<file path="config.mk">
export PLATFORM = sky130hd
export DESIGN_NAME = mul_rr_scheduler
export DESIGN_NICKNAME = d
export VERILOG_FILES = /design/src/rtl/mul_rr_scheduler.sv
export SDC_FILE = /design/constraint.sdc
export NUM_CORES = 1
export LEC_CHECK = 0
export ABC_AREA = 0
export CORE_MARGIN = 2
export CORE_UTILIZATION = 46
export CTS_CLUSTER_DIAMETER = 200
export DETAILED_ROUTE_END_ITERATION = 7
export PLACE_DENSITY = 0.79
export SYNTH_ARGS = -nofsm -noshare
export SYNTH_HDL_FRONTEND = slang
export SYNTH_SLANG_ARGS = --single-unit
</file>
<file path="constraint.sdc">
create_clock -name clk -period 3.69 [get_ports clk]
set_input_delay 0.5535 -clock clk [delete_from_list [all_inputs] [get_ports clk]]
set_output_delay 0.5535 -clock clk [all_outputs]
set_load 0.02 [all_outputs]
</file>
<file path="src/rtl/mul_rr_scheduler.sv">
// Round-robin scheduler sharing one repeated-addition multiplier datapath among NREQ requesters.
// Optional MUL_TIMEOUT_EN bounds RUN to MAX_ITER accumulate cycles and pulses err in DONE.
module mul_rr_scheduler #(
  parameter int unsigned NREQ     = 4,
  parameter int unsigned SELW     = 2,
  parameter int unsigned MAX_ITER = 65535
) (
  input  logic            clk,
  input  logic            rst,
  input  logic [NREQ-1:0] req,
  output logic [NREQ-1:0] gnt,
  output logic [SELW-1:0] sel,
  output logic            ldA,
  output logic            ldB,
  output logic            clrP,
  output logic            ldP,
  output logic            decB,
  input  logic            eqz,
  output logic [NREQ-1:0] done,
  output logic            busy,
  output logic            err
);

  if (NREQ < 2 || NREQ > 8 || SELW != $clog2(NREQ) || MAX_ITER < 1) begin : g_cfg_err
    $error("mul_rr_scheduler: illegal parameter set");
  end

  typedef enum logic [2:0] {
    S_IDLE,
    S_LDA,
    S_LDB,
    S_RUN,
    S_DONE
  } state_e;

  state_e          state_q;
  logic [SELW-1:0] ptr_q;
  logic [SELW-1:0] sel_q;
  logic [NREQ-1:0] gnt_q;
  logic [SELW-1:0] idx_c;
  logic [SELW-1:0] win_c;
  logic            found_c;
  logic [SELW-1:0] ptr_next_c;

`ifdef MUL_TIMEOUT_EN
  localparam int unsigned CNTW = $clog2(MAX_ITER + 1);
  logic [CNTW-1:0] iter_q;
  logic            err_q;
`endif

  // First requesting index at or after ptr, wrapping modulo NREQ.
  always_comb begin
    idx_c   = '0;
    win_c   = '0;
    found_c = 1'b0;
    for (int unsigned i = 0; i < NREQ; i++) begin
      idx_c = SELW'((32'(ptr_q) + i) % NREQ);
      if (!found_c && req[idx_c]) begin
        found_c = 1'b1;
        win_c   = idx_c;
      end
    end
  end

  assign ptr_next_c = (sel_q == SELW'(NREQ - 1)) ? '0 : sel_q + SELW'(1);

  always_ff @(posedge clk or posedge rst) begin
    if (rst) begin
      state_q <= S_IDLE;
      ptr_q   <= '0;
      sel_q   <= '0;
      gnt_q   <= '0;
`ifdef MUL_TIMEOUT_EN
      iter_q  <= '0;
      err_q   <= 1'b0;
`endif
    end else begin
      unique case (state_q)
        S_IDLE: begin
          if (found_c) begin
            gnt_q   <= NREQ'(1) << win_c;
            sel_q   <= win_c;
            state_q <= S_LDA;
          end
        end
        S_LDA: state_q <= S_LDB;
        S_LDB: begin
          state_q <= S_RUN;
`ifdef MUL_TIMEOUT_EN
          iter_q  <= '0;
`endif
        end
        S_RUN: begin
`ifdef MUL_TIMEOUT_EN
          if (eqz) begin
            state_q <= S_DONE;
          end else if (iter_q == CNTW'(MAX_ITER - 1)) begin
            state_q <= S_DONE;
            err_q   <= 1'b1;
          end else begin
            iter_q  <= iter_q + CNTW'(1);
          end
`else
          if (eqz) state_q <= S_DONE;
`endif
        end
        S_DONE: begin
          ptr_q   <= ptr_next_c;
          gnt_q   <= '0;
          state_q <= S_IDLE;
`ifdef MUL_TIMEOUT_EN
          err_q   <= 1'b0;
`endif
        end
        default: state_q <= S_IDLE;
      endcase
    end
  end

  // Moore decode of the registered state; ldP/decB also gated by eqz.
  assign gnt  = gnt_q;
  assign sel  = sel_q;
  assign ldA  = (state_q == S_LDA);
  assign ldB  = (state_q == S_LDB);
  assign clrP = (state_q == S_LDB);
  assign ldP  = (state_q == S_RUN) && !eqz;
  assign decB = (state_q == S_RUN) && !eqz;
  assign busy = (state_q != S_IDLE);
  assign done = (state_q == S_DONE) ? gnt_q : '0;
`ifdef MUL_TIMEOUT_EN
  assign err  = err_q;
`else
  assign err  = 1'b0;
`endif

endmodule

</file>
# Yosys cells after proc, flatten, opt, wreduce, memory -nomap -nowiden
# Cells that the tools add are included.
dict set report totals {
  regBits 11
  word_cells 57
  output_inout_bits 17
}
dict set report op_classes {
  order_cmp 4
  mux 23
  shift 1
  add_sub_neg 4
  eq_ne 7
  n_reduce_logical 14
}
# operator n
set op_table {}
lappend op_table {{$lt 2x3->1 const B} 4}
lappend op_table {{$pmux 3 s4} 1}
lappend op_table {{$mux 2} 5}
lappend op_table {{$bmux 1 s2} 4}
lappend op_table {{$mux 1} 8}
lappend op_table {{$mux 4} 2}
lappend op_table {{$pmux 4 s2} 1}
lappend op_table {{$eq 3x2->1 const B} 2}
lappend op_table {{$mux 3} 2}
lappend op_table {{$reduce_and 2->1} 3}
lappend op_table {{$add 2x1->2 const B} 2}
lappend op_table {{$add 2x2->2 const B} 2}
lappend op_table {{$logic_and 1x1->1} 4}
lappend op_table {{$logic_not 1->1} 4}
lappend op_table {{$ne 2x2->1 const B} 2}
lappend op_table {{$shl 1x2->4 const A} 1}
lappend op_table {{$eq 3x1->1 const B} 1}
lappend op_table {{$eq 3x3->1 const B} 1}
lappend op_table {{$logic_not 3->1} 1}
lappend op_table {{$reduce_bool 3->1} 1}
lappend op_table {{$eq 2x2->1 const B} 1}
lappend op_table {{$reduce_bool 2->1} 1}

# Depth between registers and ports, before layout
dict set report logic_depth {
  ltp_word 15
  mapped_depth 4
  ltp_nobuf 4
}

# Worst setup path before layout
# OpenSTA, ideal clock, no wires.
dict set report synth_timing {
  kind {reg-to-output}
  from {reg state_q[1]}
  to {out ldB}
  path_buffers 1
  t_required_ns 3.137
  setup_slack_ns 1.884
  stages_incl_launch_ff 4
  arrival_time_ns 1.252
  path_cell_list {dfrtp_1 > inv_1 > nor3_1 > buf_4}
}
dict set report synth_between {
  elab_chain_len 1
}
# item line_no
set synth_rtl {}
lappend synth_rtl {{start: declaration} 36} ;# state_e state_q;
lappend synth_rtl {{start signal: assignment} 69} ;# state_q <= S_IDLE;
lappend synth_rtl {{start signal: assignment} 83} ;# state_q <= S_LDA;
lappend synth_rtl {{start signal: assignment} 86} ;# S_LDA: state_q <= S_LDB;
lappend synth_rtl {{$eq 3x2->1} n/a}
lappend synth_rtl {{end: declaration} 14} ;# output logic ldB,
# No other way between the ends.

# Worst setup path in the final report
dict set report layout_timing {
  from {in eqz}
  to {out ldP}
}
dict set report layout_between {
  elab_chain_len 2
}
# item line_no
set layout_rtl {}
lappend layout_rtl {{start: declaration} 18} ;# input logic eqz,
lappend layout_rtl {{$logic_not 1->1} 126} ;# assign ldP = (state_q == S_RUN) && !eqz;
lappend layout_rtl {{$logic_and 1x1->1} 126}
lappend layout_rtl {{end: declaration} 16} ;# output logic ldP,
# No other way between the ends.

==> results.sh <==
export IMPL_syn_area_um2=670.6
export IMPL_synth_adder_area_share=0.01866
export IMPL_start_util=0.5028
export IMPL_hold_viol=0
export IMPL_synth_xor_area_frac=0
export IMPL_ys_warn_count=0
export IMPL_cts_tree="yes"
export IMPL_path_class="primary input to output pin"
export IMPL_num_vias=590
export IMPL_io_buffers=22
export IMPL_cp_slowest_cell="clkdlybuf4s50_1"
export IMPL_yosysTopAreaCellShare=0.4104
export IMPL_row_count=13
export IMPL_crit_top_cell="clkdlybuf4s50_1"
export IMPL_dr_pass1_iters=4
export IMPL_synth_seq_cells=11
export IMPL_first_global_vias=613
export IMPL_worstPathCellList="clkdlybuf4s50_1 > inv_1 > and3_1 > clkdlybuf4s50_1"
export IMPL_syn_area_per_cell_um2=9.187
export IMPL_rsz0062_at_grt="false"
export IMPL_cpPeakStageDelay_ns=0.61
export IMPL_cts_path_max_buffers=2
export IMPL_core_area_um2=1334
export IMPL_cts_clk_slew_worst_paths_ns=0.08
export IMPL_drive_above_1_share=0.1368
export IMPL_cp_num_buf_inv=3
export IMPL_die_x_um=42.18
export IMPL_instances_no_fill=110
export IMPL_drv_cap=0
export IMPL_synth_cells=73
export IMPL_layout_common_cells="clkdlybuf4s50_1 (22), dfrtp_1 (11), nand2_1 (9), and3_1 (6), a21oi_1 (5)"
export IMPL_area_growth_pct=35.63
export IMPL_nets=104
export IMPL_antenna_found_initial=0
export IMPL_crit_arrival_ns=1.83
export IMPL_layout_commonest_cell="clkdlybuf4s50_1"
export IMPL_grt_use_total=0.2002
export IMPL_setup_viol=0
export IMPL_die_area_um2=1779
export IMPL_synth_fp_nets=81
export IMPL_synth_cell_types=29
export IMPL_slew_violations=0
export IMPL_worstSkewPairLatency_ns=0.27
export IMPL_post_drt_wl_per_cell_um=13.15
export IMPL_path_max_fanout=3
export IMPL_grt_overflow=0
export IMPL_max_freq_ghz=0.4188
export IMPL_required_ns=3.14
export IMPL_synthSimpleGateAreaFrac=0.2743
export IMPL_ant_nets=0
export IMPL_tns_ns=0
export IMPL_path_delay_family="buffers and inverters"
export IMPL_crit_path_start_kind="primary input"
export IMPL_utilization=0.6820
export IMPL_p_leak_nw=0.4118
export IMPL_cts_root_buf="clkbuf_4"
export IMPL_synth_top_family_by_area="simple AND/OR/NAND/NOR gates"
export IMPL_cts_sinks=11
export IMPL_gp_congestion=0.7887
export IMPL_grt_first_pass_wirelength_um=2725
export IMPL_ios=24
export IMPL_drt_iter0_drc=10
export IMPL_clock_skew_ns=0.003419
export IMPL_dp_hpwl_um=1111
export IMPL_finalCritPeriodShare=0.6470
export IMPL_powerDensity_nw_per_um2=795.9
export IMPL_muxShareOfSynthArea=0.04851
export IMPL_hp_class="flip-flop to flip-flop"
export IMPL_synth_compound_area_frac=0.1754
export IMPL_synthTopCellsByArea="dfrtp_1 (41%), and3_1 (5.6%), nand2_1 (5.0%), a21oi_1 (3.7%), buf_4 (3.4%)"
export IMPL_fin_crit_ns=2.388
export IMPL_wirelength_um=1446
export IMPL_grt_max_degree=14
export IMPL_status="completed"
export IMPL_dp_cells=106
export IMPL_ys_seq_area_frac=0.4104
export IMPL_diodes=0
export IMPL_endpoint_kind="output pin"
export IMPL_drc=0
export IMPL_cts_inserted_buffers=3
export IMPL_yosysTopAreaCell="dfrtp_1"
export IMPL_post_cts_buffers=0
export IMPL_via_per_inst=5.364
export IMPL_htree_num_levels=1
export IMPL_die_h_um=42.18
export IMPL_cts_hold_buf=0
export IMPL_vdd_drop_max_mv=0.4541
export IMPL_dp_worst_setup_slack_ns=1.295
export IMPL_cts_resized=0
export IMPL_worst_slack_ns=1.302
-- cells by family after synthesis --
kind of cell    count (synthesis)
simple gates                   31
compound gates                 17
flops                          11
buf+inv                         9
mux                             3
fa+ha+maj                       1
other cells                     1
-- stage by stage --
stage / power [mW] / area, µm² / hold WS (ns)
2_1_floorplan: 0.4858 / 670.6 / 0.4059
3_3_place_gp: 0.6324 / 883.3 / 0.4979
3_5_place_dp: 0.6413 / 883.3 / 0.5097
4_1_cts: 0.7284 / 909.6 / 0.5283
5_1_grt: 0.7820 / 909.6 / 0.5665
6_report: 0.7240 / 909.6 / 0.5207
-- power breakdown --
part / switching (mW) / leakage [nW] / internal, mW / total, mW
registers: 0.0610 / 0.140 / 0.174 / 0.235
clock network: 0.0438 / 0.0150 / 0.0419 / 0.0857
logic: 0.205 / 0.257 / 0.198 / 0.403
total: 0.310 / 0.412 / 0.414 / 0.724
-- tightest hold or removal path: stages, from the launching register on --
cell     delay [ns]
dfrtp_1        0.37
nand2_1        0.06
o31ai_1        0.06
-- metal layers --
metal | share of wire | GRT usage
met5 | 0 | 0
met4 | 0.015 | 0.07500
met3 | 0.047 | 0.02586
met2 | 0.47 | 0.3138
met1 | 0.46 | 0.2796
-- sequential cells by signal, indices dropped and copies added, names as in the netlist --
register  flops
ptr_q         2
sel           2
gnt           4
state_q       3
-- worst paths after layout --
check	startpoint	end	slack (ns)	cells after the start
max	eqz	ldP	1.30	4
min	ptr_q[0]	ptr_q[0]	0.52	2
max reg2reg	state_q[2]	sel[1]	2.07	3
min reg2reg	ptr_q[0]	ptr_q[0]	0.52	2
max in group asynchronous	rst	state_q[2]	2.80	2
min in group asynchronous	rst	ptr_q[1]	0.58	2
-- final cells by class --
| class | instances | area [µm²] |
|---|---|---|
| flip-flops and latches | 11 | 275.3 |
| repair buffers | 22 | 220.2 |
| clock buffers | 4 | 26.28 |
| multi-input cells | 53 | 350.3 |
| well taps | 15 | 18.77 |
| inverters | 5 | 18.77 |
| fillers | 109 | 424.2 |
-- synthesized netlist by cell type --
cell type  number
ha_1            1
a31o_2          2
and3_1          6
mux2_2          2
dfrtp_1        11
a2bb2oi_1       2
or2_1           1
o21ai_0         4
o2bb2a_1        1
o31ai_2         1
or3_1           2
mux2i_1         1
o31ai_1         2
clkbuf_1        1
nor3_1          2
or2_2           1
nor2_1          4
and2_1          1
nand2b_1        1
conb_1          1
nor2b_1         1
a21oi_1         5
inv_2           1
nor4_4          1
inv_1           4
or3_4           1
buf_4           3
nand2_1         9
and3_4          1
Note: power is estimated with default switching activity, not from simulation.
